`src/rtl/alu_writeback_pkg.sv`:
```
// Shared definitions for the ALU writeback slice.
// Holds the ALU opcode constants, status-register bit positions, register
// indices with special meaning, the flag-vector layout, and the buffer-entry
// type that travels through the writeback FIFO.
package alu_writeback_pkg;

  localparam int unsigned WB_DATA_W = 16;

  // ALU operation codes (values 10-31 are undefined)
  localparam logic [4:0] OP_ADD = 5'd0;
  localparam logic [4:0] OP_SUB = 5'd1;
  localparam logic [4:0] OP_MUL = 5'd2;
  localparam logic [4:0] OP_AND = 5'd3;
  localparam logic [4:0] OP_XOR = 5'd4;
  localparam logic [4:0] OP_CLR = 5'd5;
  localparam logic [4:0] OP_BIT = 5'd6;
  localparam logic [4:0] OP_BIC = 5'd7;
  localparam logic [4:0] OP_BIS = 5'd8;
  localparam logic [4:0] OP_CMP = 5'd9;

  // Status-register bit positions
  localparam int unsigned SR_C = 0;
  localparam int unsigned SR_Z = 1;
  localparam int unsigned SR_N = 2;
  localparam int unsigned SR_V = 8;

  // Positions inside the 4-bit ALU flag vector {N,Z,C,V}
  localparam int unsigned FLG_N = 3;
  localparam int unsigned FLG_Z = 2;
  localparam int unsigned FLG_C = 1;
  localparam int unsigned FLG_V = 0;

  // Register indices with special meaning
  localparam logic [3:0] REG_PC = 4'd0;
  localparam logic [3:0] REG_SP = 4'd1;
  localparam logic [3:0] REG_SR = 4'd2;
  localparam logic [3:0] REG_CG = 4'd3;

  typedef struct packed {
    logic [WB_DATA_W-1:0] result;
    logic [3:0]           flags;
    logic [4:0]           sel;
    logic [3:0]           dst;
    logic                 byte_op;
  } wb_entry_t;

endpackage

```
`src/rtl/alu_writeback_if.sv`:
```
// Handshake/bus bundle between the ALU, the writeback block and the
// register file.
//   master : ALU side + register file (drives in_*, rf_ready)
//   slave  : writeback block (drives in_ready, rf_we, rf_addr, rf_wdata)
interface alu_writeback_if #(
  parameter int unsigned DATA_W = 16
);
  logic              in_valid;
  logic              in_ready;
  logic [DATA_W-1:0] in_result;
  logic [3:0]        in_flags;
  logic [4:0]        in_sel;
  logic [3:0]        in_dst;
  logic              in_byte;

  logic              rf_we;
  logic [3:0]        rf_addr;
  logic [DATA_W-1:0] rf_wdata;
  logic              rf_ready;

  modport master (
    output in_valid, in_result, in_flags, in_sel, in_dst, in_byte, rf_ready,
    input  in_ready, rf_we, rf_addr, rf_wdata
  );

  modport slave (
    input  in_valid, in_result, in_flags, in_sel, in_dst, in_byte, rf_ready,
    output in_ready, rf_we, rf_addr, rf_wdata
  );
endinterface

```
`src/rtl/alu_writeback_fifo2.sv`:
```
// wb_fifo2: two-entry writeback buffer (EMPTY / ONE / FULL).
// Ports:
//   clk, rst        clock, synchronous active-high reset
//   push_i          write push_entry_i (never asserted while full)
//   push_entry_i    entry to store
//   pop_i           retire the head entry (never asserted while empty)
//   head_o          head entry, always held in head_q
//   head_valid_o    head entry present
//   ready_o         space available; depends on registered state only
module wb_fifo2
  import alu_writeback_pkg::*;
#(
  parameter int unsigned DEPTH = 2
) (
  input  logic      clk,
  input  logic      rst,
  input  logic      push_i,
  input  wb_entry_t push_entry_i,
  input  logic      pop_i,
  output wb_entry_t head_o,
  output logic      head_valid_o,
  output logic      ready_o
);

  // State encoding equals occupancy, so FULL is the depth itself.
  typedef enum logic [1:0] {
    EMPTY = 2'd0,
    ONE   = 2'd1,
    FULL  = 2'(DEPTH)
  } state_e;

  state_e    state_q;
  wb_entry_t head_q;
  wb_entry_t tail_q;

  // Shift-register organisation: the oldest entry always sits in head_q,
  // so a pop from FULL moves tail_q forward.
  always_ff @(posedge clk) begin
    if (rst) begin
      state_q <= EMPTY;
      head_q  <= '0;
      tail_q  <= '0;
    end else begin
      case (state_q)
        EMPTY: begin
          if (push_i) begin
            head_q  <= push_entry_i;
            state_q <= ONE;
          end
        end
        ONE: begin
          if (push_i && pop_i) begin
            head_q <= push_entry_i;
          end else if (push_i) begin
            tail_q  <= push_entry_i;
            state_q <= FULL;
          end else if (pop_i) begin
            state_q <= EMPTY;
          end
        end
        FULL: begin
          if (pop_i) begin
            head_q  <= tail_q;
            state_q <= ONE;
          end
        end
        default: state_q <= EMPTY;
      endcase
    end
  end

  assign head_o       = head_q;
  assign head_valid_o = (state_q != EMPTY);
  assign ready_o      = (state_q != FULL);

endmodule

```
`src/rtl/alu_writeback.sv`:
```
// alu_writeback: buffers ALU results, writes them to the register file and
// maintains the status register.
// Ports:
//   clk, rst     clock, synchronous active-high reset
//   bus          in_* ALU result handshake, rf_* register-file write port
//   sr_ext_we    external SR load (wins over any same-edge retire update)
//   sr_ext_data  external SR value
//   sr           status register (C bit0, Z bit1, N bit2, V bit8)
//   err          one-cycle pulse after an undefined opcode is dropped
module alu_writeback
  import alu_writeback_pkg::*;
#(
  parameter int unsigned DATA_W = WB_DATA_W,
  parameter int unsigned DEPTH  = 2
) (
  input  logic                  clk,
  input  logic                  rst,
  alu_writeback_if.slave        bus,
  input  logic                  sr_ext_we,
  input  logic [15:0]           sr_ext_data,
  output logic [15:0]           sr,
  output logic                  err
);

  function automatic logic op_defined(input logic [4:0] s);
    return (s <= OP_CMP);
  endfunction

  function automatic logic writes_result(input logic [4:0] s);
    case (s)
      OP_ADD, OP_SUB, OP_MUL, OP_AND, OP_XOR,
      OP_CLR, OP_BIC, OP_BIS: return 1'b1;
      default:                return 1'b0;
    endcase
  endfunction

  function automatic logic updates_flags(input logic [4:0] s);
    case (s)
      OP_ADD, OP_SUB, OP_MUL, OP_AND, OP_XOR,
      OP_BIT, OP_CMP: return 1'b1;
      default:        return 1'b0;
    endcase
  endfunction

  wb_entry_t         push_entry;
  wb_entry_t         head;
  logic              head_valid;
  logic              fifo_ready;
  logic              accept;
  logic              push;
  logic              pop;
  logic              head_wr;
  logic [DATA_W-1:0] head_result;
  logic [DATA_W-1:0] head_wdata;

  logic [15:0]       sr_q, sr_d;
  logic              err_q, err_d;

  assign accept = bus.in_valid & fifo_ready;
  // Undefined opcodes are consumed by the handshake but never stored.
  assign push   = accept & op_defined(bus.in_sel);

  always_comb begin
    push_entry         = '0;
    push_entry.result  = WB_DATA_W'(bus.in_result);
    push_entry.flags   = bus.in_flags;
    push_entry.sel     = bus.in_sel;
    push_entry.dst     = bus.in_dst;
    push_entry.byte_op = bus.in_byte;
  end

  wb_fifo2 #(
    .DEPTH (DEPTH)
  ) u_fifo (
    .clk          (clk),
    .rst          (rst),
    .push_i       (push),
    .push_entry_i (push_entry),
    .pop_i        (pop),
    .head_o       (head),
    .head_valid_o (head_valid),
    .ready_o      (fifo_ready)
  );

  // R2 (SR) and R3 (constant generator) are never written through the RF port.
  assign head_wr     = writes_result(head.sel) &&
                       (head.dst != REG_SR) && (head.dst != REG_CG);
  assign head_result = DATA_W'(head.result);
  assign head_wdata  = head.byte_op ? {{(DATA_W-8){1'b0}}, head_result[7:0]}
                                    : head_result;
  // Entries without an RF write retire on their first cycle as head.
  assign pop         = head_valid & (~head_wr | bus.rf_ready);

  always_comb begin
    sr_d = sr_q;
    if (pop) begin
      if (writes_result(head.sel) && (head.dst == REG_SR)) begin
        sr_d = 16'(head_wdata);
      end else if (updates_flags(head.sel)) begin
        sr_d[SR_C] = head.flags[FLG_C];
        sr_d[SR_Z] = head.flags[FLG_Z];
        sr_d[SR_N] = head.flags[FLG_N];
        sr_d[SR_V] = head.flags[FLG_V];
      end
    end
    if (sr_ext_we) begin
      sr_d = sr_ext_data;
    end
  end

  assign err_d = accept & ~op_defined(bus.in_sel);

  always_ff @(posedge clk) begin
    if (rst) begin
      sr_q  <= '0;
      err_q <= 1'b0;
    end else begin
      sr_q  <= sr_d;
      err_q <= err_d;
    end
  end

  assign bus.in_ready = fifo_ready;
  assign bus.rf_we    = head_valid & head_wr;
  assign bus.rf_addr  = head.dst;
  assign bus.rf_wdata = head_wdata;
  assign sr           = sr_q;
  assign err          = err_q;

endmodule

```
`src/flat_wrapper.sv`:
```
// flat-port wrapper written by rule: the top's interface ports become plain ports
module alu_writeback_flat import alu_writeback_pkg::*;
#(
  parameter int unsigned DATA_W = WB_DATA_W,
  parameter int unsigned DEPTH  = 2
)
  (clk, rst, sr_ext_we, sr_ext_data, sr, err, bus_in_valid, bus_in_result, bus_in_flags, bus_in_sel, bus_in_dst, bus_in_byte, bus_rf_ready, bus_in_ready, bus_rf_we, bus_rf_addr, bus_rf_wdata);
  alu_writeback_if #(.DATA_W(DATA_W)) bus_i ();
  input  logic clk;
  input  logic rst;
  input  logic sr_ext_we;
  input  logic [15:0] sr_ext_data;
  output logic [15:0] sr;
  output logic err;
  input wire logic [$bits(bus_i.in_valid)-1:0] bus_in_valid;
  input wire logic [$bits(bus_i.in_result)-1:0] bus_in_result;
  input wire logic [$bits(bus_i.in_flags)-1:0] bus_in_flags;
  input wire logic [$bits(bus_i.in_sel)-1:0] bus_in_sel;
  input wire logic [$bits(bus_i.in_dst)-1:0] bus_in_dst;
  input wire logic [$bits(bus_i.in_byte)-1:0] bus_in_byte;
  input wire logic [$bits(bus_i.rf_ready)-1:0] bus_rf_ready;
  output wire logic [$bits(bus_i.in_ready)-1:0] bus_in_ready;
  output wire logic [$bits(bus_i.rf_we)-1:0] bus_rf_we;
  output wire logic [$bits(bus_i.rf_addr)-1:0] bus_rf_addr;
  output wire logic [$bits(bus_i.rf_wdata)-1:0] bus_rf_wdata;
  assign bus_i.in_valid = bus_in_valid;
  assign bus_i.in_result = bus_in_result;
  assign bus_i.in_flags = bus_in_flags;
  assign bus_i.in_sel = bus_in_sel;
  assign bus_i.in_dst = bus_in_dst;
  assign bus_i.in_byte = bus_in_byte;
  assign bus_i.rf_ready = bus_rf_ready;
  assign bus_in_ready = bus_i.in_ready;
  assign bus_rf_we = bus_i.rf_we;
  assign bus_rf_addr = bus_i.rf_addr;
  assign bus_rf_wdata = bus_i.rf_wdata;
  alu_writeback #(.DATA_W(DATA_W), .DEPTH(DEPTH)) u_core (.clk(clk), .rst(rst), .bus(bus_i), .sr_ext_we(sr_ext_we), .sr_ext_data(sr_ext_data), .sr(sr), .err(err));
endmodule
```
`config.mk`:
```
export PLATFORM = sky130hd
export DESIGN_NAME = alu_writeback_flat
export DESIGN_NICKNAME = d
export VERILOG_FILES = /design/src/rtl/alu_writeback_pkg.sv /design/src/rtl/alu_writeback_if.sv /design/src/rtl/alu_writeback_fifo2.sv /design/src/rtl/alu_writeback.sv /design/src/flat_wrapper.sv
export SDC_FILE = /design/constraint.sdc
export NUM_CORES = 1
export LEC_CHECK = 0
export CELL_PAD_IN_SITES_DETAIL_PLACEMENT = 1
export CELL_PAD_IN_SITES_GLOBAL_PLACEMENT = 2
export CORE_MARGIN = 2
export CORE_UTILIZATION = 25
export CTS_CLUSTER_DIAMETER = 120
export CTS_CLUSTER_SIZE = 25
export DETAILED_ROUTE_END_ITERATION = 7
export PLACE_DENSITY = 0.79
export SLEW_MARGIN = 20
export SYNTH_ARGS = -nofsm -noshare
export SYNTH_HDL_FRONTEND = slang
export SYNTH_SLANG_ARGS = --single-unit
```
`constraint.sdc`:
```
create_clock -name clk -period 2 [get_ports clk]
set_clock_uncertainty 0.05 [all_clocks]
set_input_delay 0.3 -clock clk [delete_from_list [all_inputs] [get_ports clk]]
set_output_delay 0.3 -clock clk [all_outputs]
set_load 0.05 [all_outputs]
```
### After elaboration in Yosys (flattened, before gate mapping)

Memory sizes are Yosys's and may differ from the RTL's. A register that Yosys moved wholly into a read port is not among the register bits.
Index checks and enable logic that the tools add are counted.

| storage, ports and cells | value |
|---|---|
| input bits | 51 |
| bits in read-only memories | 32 |
| memories | 2 |
| register bits after elaboration | 79 |

| cells by class | value |
|---|---|
| reductions and logical operators | 17 |
| eq/ne operators | 17 |
| mux-type cells | 29 |
| bitwise operators | 9 |
| $lt $le $gt $ge | 1 |

Memories:

| name | depth | width | rd ports | clocked after Yosys merged registers in | write ports | line | text |
|---|---|---|---|---|---|---|---|
| (no name shown) | 16 | 1 | 1 | 1 | 0 | alu_writeback.sv:30 | `case (s)` |
| (no name shown) | 16 | 1 | 1 | 1 | 0 | alu_writeback.sv:30 |  |

Operators by type and width:

| kind | count |
|---|---|
| 30-bit two-way mux | 3 |
| 30-bit case mux with 3 select lines | 1 |
| 16-bit two-way mux | 3 |
| 4-bit two-way mux | 4 |
| 5-bit by 2-bit equality test with 1-bit output, second input constant | 2 |
| 5-bit by 3-bit equality test with 1-bit output, second input constant | 2 |
| 2-bit two-way mux | 5 |
| 2-bit != test, second input constant | 5 |
| 1-bit two-way mux | 8 |
| 4-bit by 2-bit != test with 1-bit output, second input constant | 2 |
| 4-bit AND reduction | 2 |
| 7-bit two-way mux | 1 |
| 7-bit OR reduction | 1 |
| 3-bit two-way mux | 2 |
| 2-bit case mux with 3 select lines | 1 |
| 2-bit nonzero test | 3 |
| 3-bit nonzero test | 2 |
| 1-bit AND | 5 |
| 5-bit by 1-bit equality test with 1-bit output, second input constant | 1 |
| 5-bit by 4-bit equality test with 1-bit output, second input constant | 1 |
| 5-bit by 4-bit less-or-equal comparator with 1-bit output, second input constant | 1 |
| 5-bit logical NOT | 1 |
| 5-bit two-way mux | 1 |
| 4-bit by 2-bit equality test with 1-bit output, second input constant | 1 |
| other kinds (9) | 15 |

### Logic depth before layout (Yosys ltp)

| logic depth | value |
|---|---|
| depth in word-level cells | 14 |
| gate-level depth with buffers | 7 |

### Hierarchy

Synthesis repeated with hierarchy kept, for this count alone.

| unflattened totals | value |
|---|---|
| cells, all modules | 413 |
| area total of the unflattened synthesis | 3694.8 µm² |

Modules (own cells, without submodules):

| module | sequential area each (µm²) | area an instance (µm²) | instances | cells an instance |
|---|---|---|---|---|
| wb_fifo2 | 1241.2 | 2625.0 | 1 | 289 |
| alu_writeback | 340.3 | 1069.8 | 1 | 124 |

### Worst setup path before layout

Ideal clock, no wire load.

| timing | value |
|---|---|
| kind | register to output |
| from | register u_core.u_fifo.head_q, in the netlist u_core.u_fifo.head_o[2] |
| to | output port bus_rf_we |
| data arrival time | 1.588 ns |
| buffers on the path | 0 |
| path slack | 0.062 ns |
| stages on the path, launching flop included | 3 |
| cells stage by stage | dfxtp_1 -> nor3b_2 -> nor3_1 |

| on the way | value |
|---|---|
| longest elaborated chain between the ends | 4 |

Ends and longest elaborated chain:

| element | line | text |
|---|---|---|
| start: declaration | alu_writeback_fifo2.sv:33 | `wb_entry_t head_q;` |
| start signal: assignment | alu_writeback_fifo2.sv:47 | `head_q <= push_entry_i;` |
| start signal: assignment | alu_writeback_fifo2.sv:53 | `head_q <= push_entry_i;` |
| start signal: assignment | alu_writeback_fifo2.sv:63 | `head_q <= tail_q;` |
| 4-bit by 2-bit != test with 1-bit output | alu_writeback.sv:87 | `(head.dst != REG_SR) && (head.dst != REG_CG);` |
| 1-bit logical AND | alu_writeback.sv:86 | `assign head_wr = writes_result(head.sel) &&` |
| 1-bit logical AND (*) | alu_writeback.sv:87 |  |
| 1-bit AND (*) | alu_writeback.sv:124 | `assign bus.rf_we = head_valid & head_wr;` |
| end: declaration | flat_wrapper.sv:23 | `output wire logic [$bits(bus_i.rf_we)-1:0] bus_rf_we;` |

Every way passes the cells marked *; elsewhere a longest branch is shown, timed or not.

### Worst setup path after layout

| timing | value |
|---|---|
| from | register u_core.u_fifo.head_q, in the netlist u_core.u_fifo.head_o[1] |
| to | output port bus_rf_addr[0] |

RTL lines:

| element | line | text |
|---|---|---|
| end: declaration | flat_wrapper.sv:24 | `output wire logic [$bits(bus_i.rf_addr)-1:0] bus_rf_addr;` |

No word-level cell between the ends.

==> impl_results.md <==
* Outcome: finished clean
* Worst-path maximum fanout at 3
* Drt wl/cell at approximately 16 microns
* Async set-reset flop share out of synthesis at 0
* Switching Share at 0.277
* CTS tree: built
* Syn nets at 501
* Residual DRC at 0
* Antenna diodes at 0
* Count of pins over their slew limit at 0
* Final Util at 0.354
* Worst r2r src: u_core.u_fifo.head_o[3]$_SDFFE_PP0N_
* Leak at 0.00208 uW
* Number of max-cap violations at 0
* IO Port Bufs at about 90
* Hpwl dp at 8470 microns
* Top post-synthesis cells by area: dfxtp_1 44%, nand2_1 14%, a311oi_1 6.7%
* RSZ-0062 raised after global routing: true
* Mean area per synthesized cell at between 8 and 9 sq um
* Reg-to-reg critical path endpoint: u_core.sr[14]$_SDFFE_PP0P_
* Die Wd at around 120 microns
* DRT iter0 DRCs at 128
* WHS Endpoint: u_core.u_fifo.head_o[4]$_SDFFE_PP0N_
* Initial Util at 0.253
* Complex-gate fraction of the synthesized area at 0.199
* Core Rows at 44
* Worst hold path startpoint: rst
* Initial antenna violation count at 0
* PD cells at 804 mW/mm^2
* Layout area overhead at 40.0%
* Total CTS buffers at 9
* Sequential share of the synthesized area at 0.440
* Power, Total at just over 4000 uW
* Die area at about 0.016 sq mm
* CTS root buf: clkbuf_16
* Hold Vio Cnt, Final at 0
* RePlAce Congestion at about 0.80
* Clk pwr share at 0.412
* Vias in the first global route at between 3000 and 4000
* Critical path, cell by cell: buf_4, clkdlybuf4s50_1
* Post-synthesis mux area share at 0.0420
* Top cell type by total area after synthesis: dfxtp_1
* Pin count of the biggest net entering global routing at 34
* Fin crit period at a little under 2 ns
* Worst skew pair latency at approximately 0.34 ns
* Ys Warns at 0
* Total number of vias at between 3000 and 4000
* Power share of the combinational group at 0.169
* CP startpoint kind: flip-flop
* Post-Synth XOR/XNOR Area at 0
* Grt ovf at 0
* Crit end category: output pin
* Slew headroom at 0.654
* Synth Register Bits at 80
* WP data required at around 1.7 ns
* Arrival time worst endpoint at 1.62 ns
* Worst-Margin Slew at slightly above 0.5 ns
* Setup slack, reg-to-reg at around 0.07 ns
* Post-synth EDFFs at 0
* Hold path cells at 2
* Count of different cell masters after synthesis at 39
* FMAX at approximately 0.51 GHz
* Most common flop cell mapped by yosys: dfxtp_1
* Vert. Die Dim at between 100 and 150 microns
* Clk buf depth at 2
* Antenna-violating nets left at 0
* Reg clk slew, reported paths at approximately 0.060 ns
* Routed vias/inst at between 4 and 5
* Most common cell in the netlist: nand2_1
* Final setup viols at 0
* Hold Path Class: input port to flip-flop
* Share of cells above drive strength 1 at 0.134
* # nets final at ~590
* Post-Synth Adder-Cell Area at 0
* IO Pins at 90
* Worst path max stage delay at 0.79 ns
* Global-route wire length before repair at ~19000 microns
* Sequential Power Share at 0.418
* DR pass1 iterations at 4
* Post-synth top cells: 132 x nand2_1, 80 x dfxtp_1, 42 x a21oi_1, 31 x nor2_1, 28 x a311oi_1
* Clock Sinks at 80
* CP max stage cell: clkdlybuf4s50_1
* Crit Path Category: flip-flop to output pin
* Synth Instances at 450
* Hold buffer count at cts at 0
* Post-Synth Simple-Gate Area at 0.245
* Period utilisation layout at 0.984
* NetSw at ~1100 uW
* Area share of the largest cell type after synthesis at 0.440
* Max IR drop VDD at roughly 370 uV
* Routed wire length at between 10000 and 15000 microns
* Internal power at between 2000 and 3000 uW
* H-tree Lvls at 3
* Largest family of logic cells by synthesized area: simple AND/OR/NAND/NOR gates
* R2R cell count at 6
* Synth Cell Area at between 0.003 and 0.004 sq mm
* Total track usage at 0.152
* Core ar. at between 0.01 and 0.015 sq mm
[worst max-delay path, delay by kind of cell (launching register included)]
family / cells / cell delay (ns)
buffers and inverters: 2 / 0.93
flip-flops: 1 / 0.35
[cells by family after synthesis]
kind of cell,Yosys count
buffers and inverters,47
AO/OA/AOI/OAI,102
AND/OR/NAND/NOR,206
flip-flops,80
multiplexers,15
[timing repair]
item / in CTS / in global routing
endpoints found under the setup margin: 0 / 51
buffers inserted: 0 / 1
resized for setup: 0 / 9
hold endpoints to repair: 0 / 0
[sequential cells by signal, summed over array words and instances (netlist names), named ones only]
signal / cells
u_core.err: 1
u_core.u_fifo.head_o: 30
u_core.u_fifo.tail_q: 30
u_core.sr: 16
u_core.u_fifo.state_q: 2
[cells in the final DEF (no fill, tap or decap), drive strengths merged, types with 2 or more instances in the layout]
master,count
nor2,31
o211a,12
buf,42
nor2b,14
or3b,3
nand3,9
and3,2
nor3b,3
o22a,2
nand2,132
o221ai,2
or3,2
mux2,2
o22ai,5
nand2b,2
dlymetal6s2s,3
a311oi,28
clkinv,4
inv,3
clkdlybuf4s50,72
and2,4
o21ai,5
nor3,3
a21oi,42
dfxtp,80
clkbuf,10
mux2i,13
[stage by stage]
stage          hold WS, ns  worst slack [ns]  cell area (sq um)   TNS, ns  instances
3_3_place_gp         0.392            -0.222               4740     -9.24        706
4_1_cts              0.250            0.0182               5050         0        722
2_1_floorplan        0.386            0.0616               3640         0        450
3_5_place_dp         0.397            -0.282               4740    -11.96        706
6_report             0.248            0.0320               5090         0        723
5_1_grt              0.256          -0.00220               5090  -0.00220        723
[how the worst max path moves through the flow]
stage,slack (ns),endpoint,from
after global routing,-0.002,u_core.u_fifo.head_o[1]$_SDFFE_PP0N_,bus_in_valid
after global placement,-0.22,u_core.u_fifo.head_o[0]$_SDFFE_PP0N_,bus_in_valid
after detailed placement,-0.28,u_core.u_fifo.head_o[15]$_SDFFE_PP0N_,bus_in_valid
after floorplan,0.06,bus_rf_we,u_core.u_fifo.head_o[2]$_SDFFE_PP0N_
final,0.03,bus_rf_addr[0],u_core.u_fifo.head_o[1]$_SDFFE_PP0N_
after CTS,0.02,bus_rf_wdata[0],u_core.u_fifo.head_o[14]$_SDFFE_PP0N_
[power by group through the flow]
stage	combinational [uW]	clock [uW]	sequential [uW]
after floorplan	333	0	1810
after global routing	746	1800	1720
after global placement	679	0	1740
final	694	1690	1710
after detailed placement	695	0	1750
after CTS	697	1730	1710
[cell type report]
cell class,instances,area [sq um]
repair buffers,117,1150
clock buffers,10,239
clock inverters,6,68.8
inverters,3,11.3
multi-input cells,323,1790
well taps,184,230
flip-flops and latches,80,1600
fillers,1703,9280
[layer usage]
layer	GRT usage	routed length, microns
met1	0.207	5540
met2	0.240	5280
met3	0.0374	576
met4	0.0436	143
met5	0	0
Power figures use the tool's default switching activity.
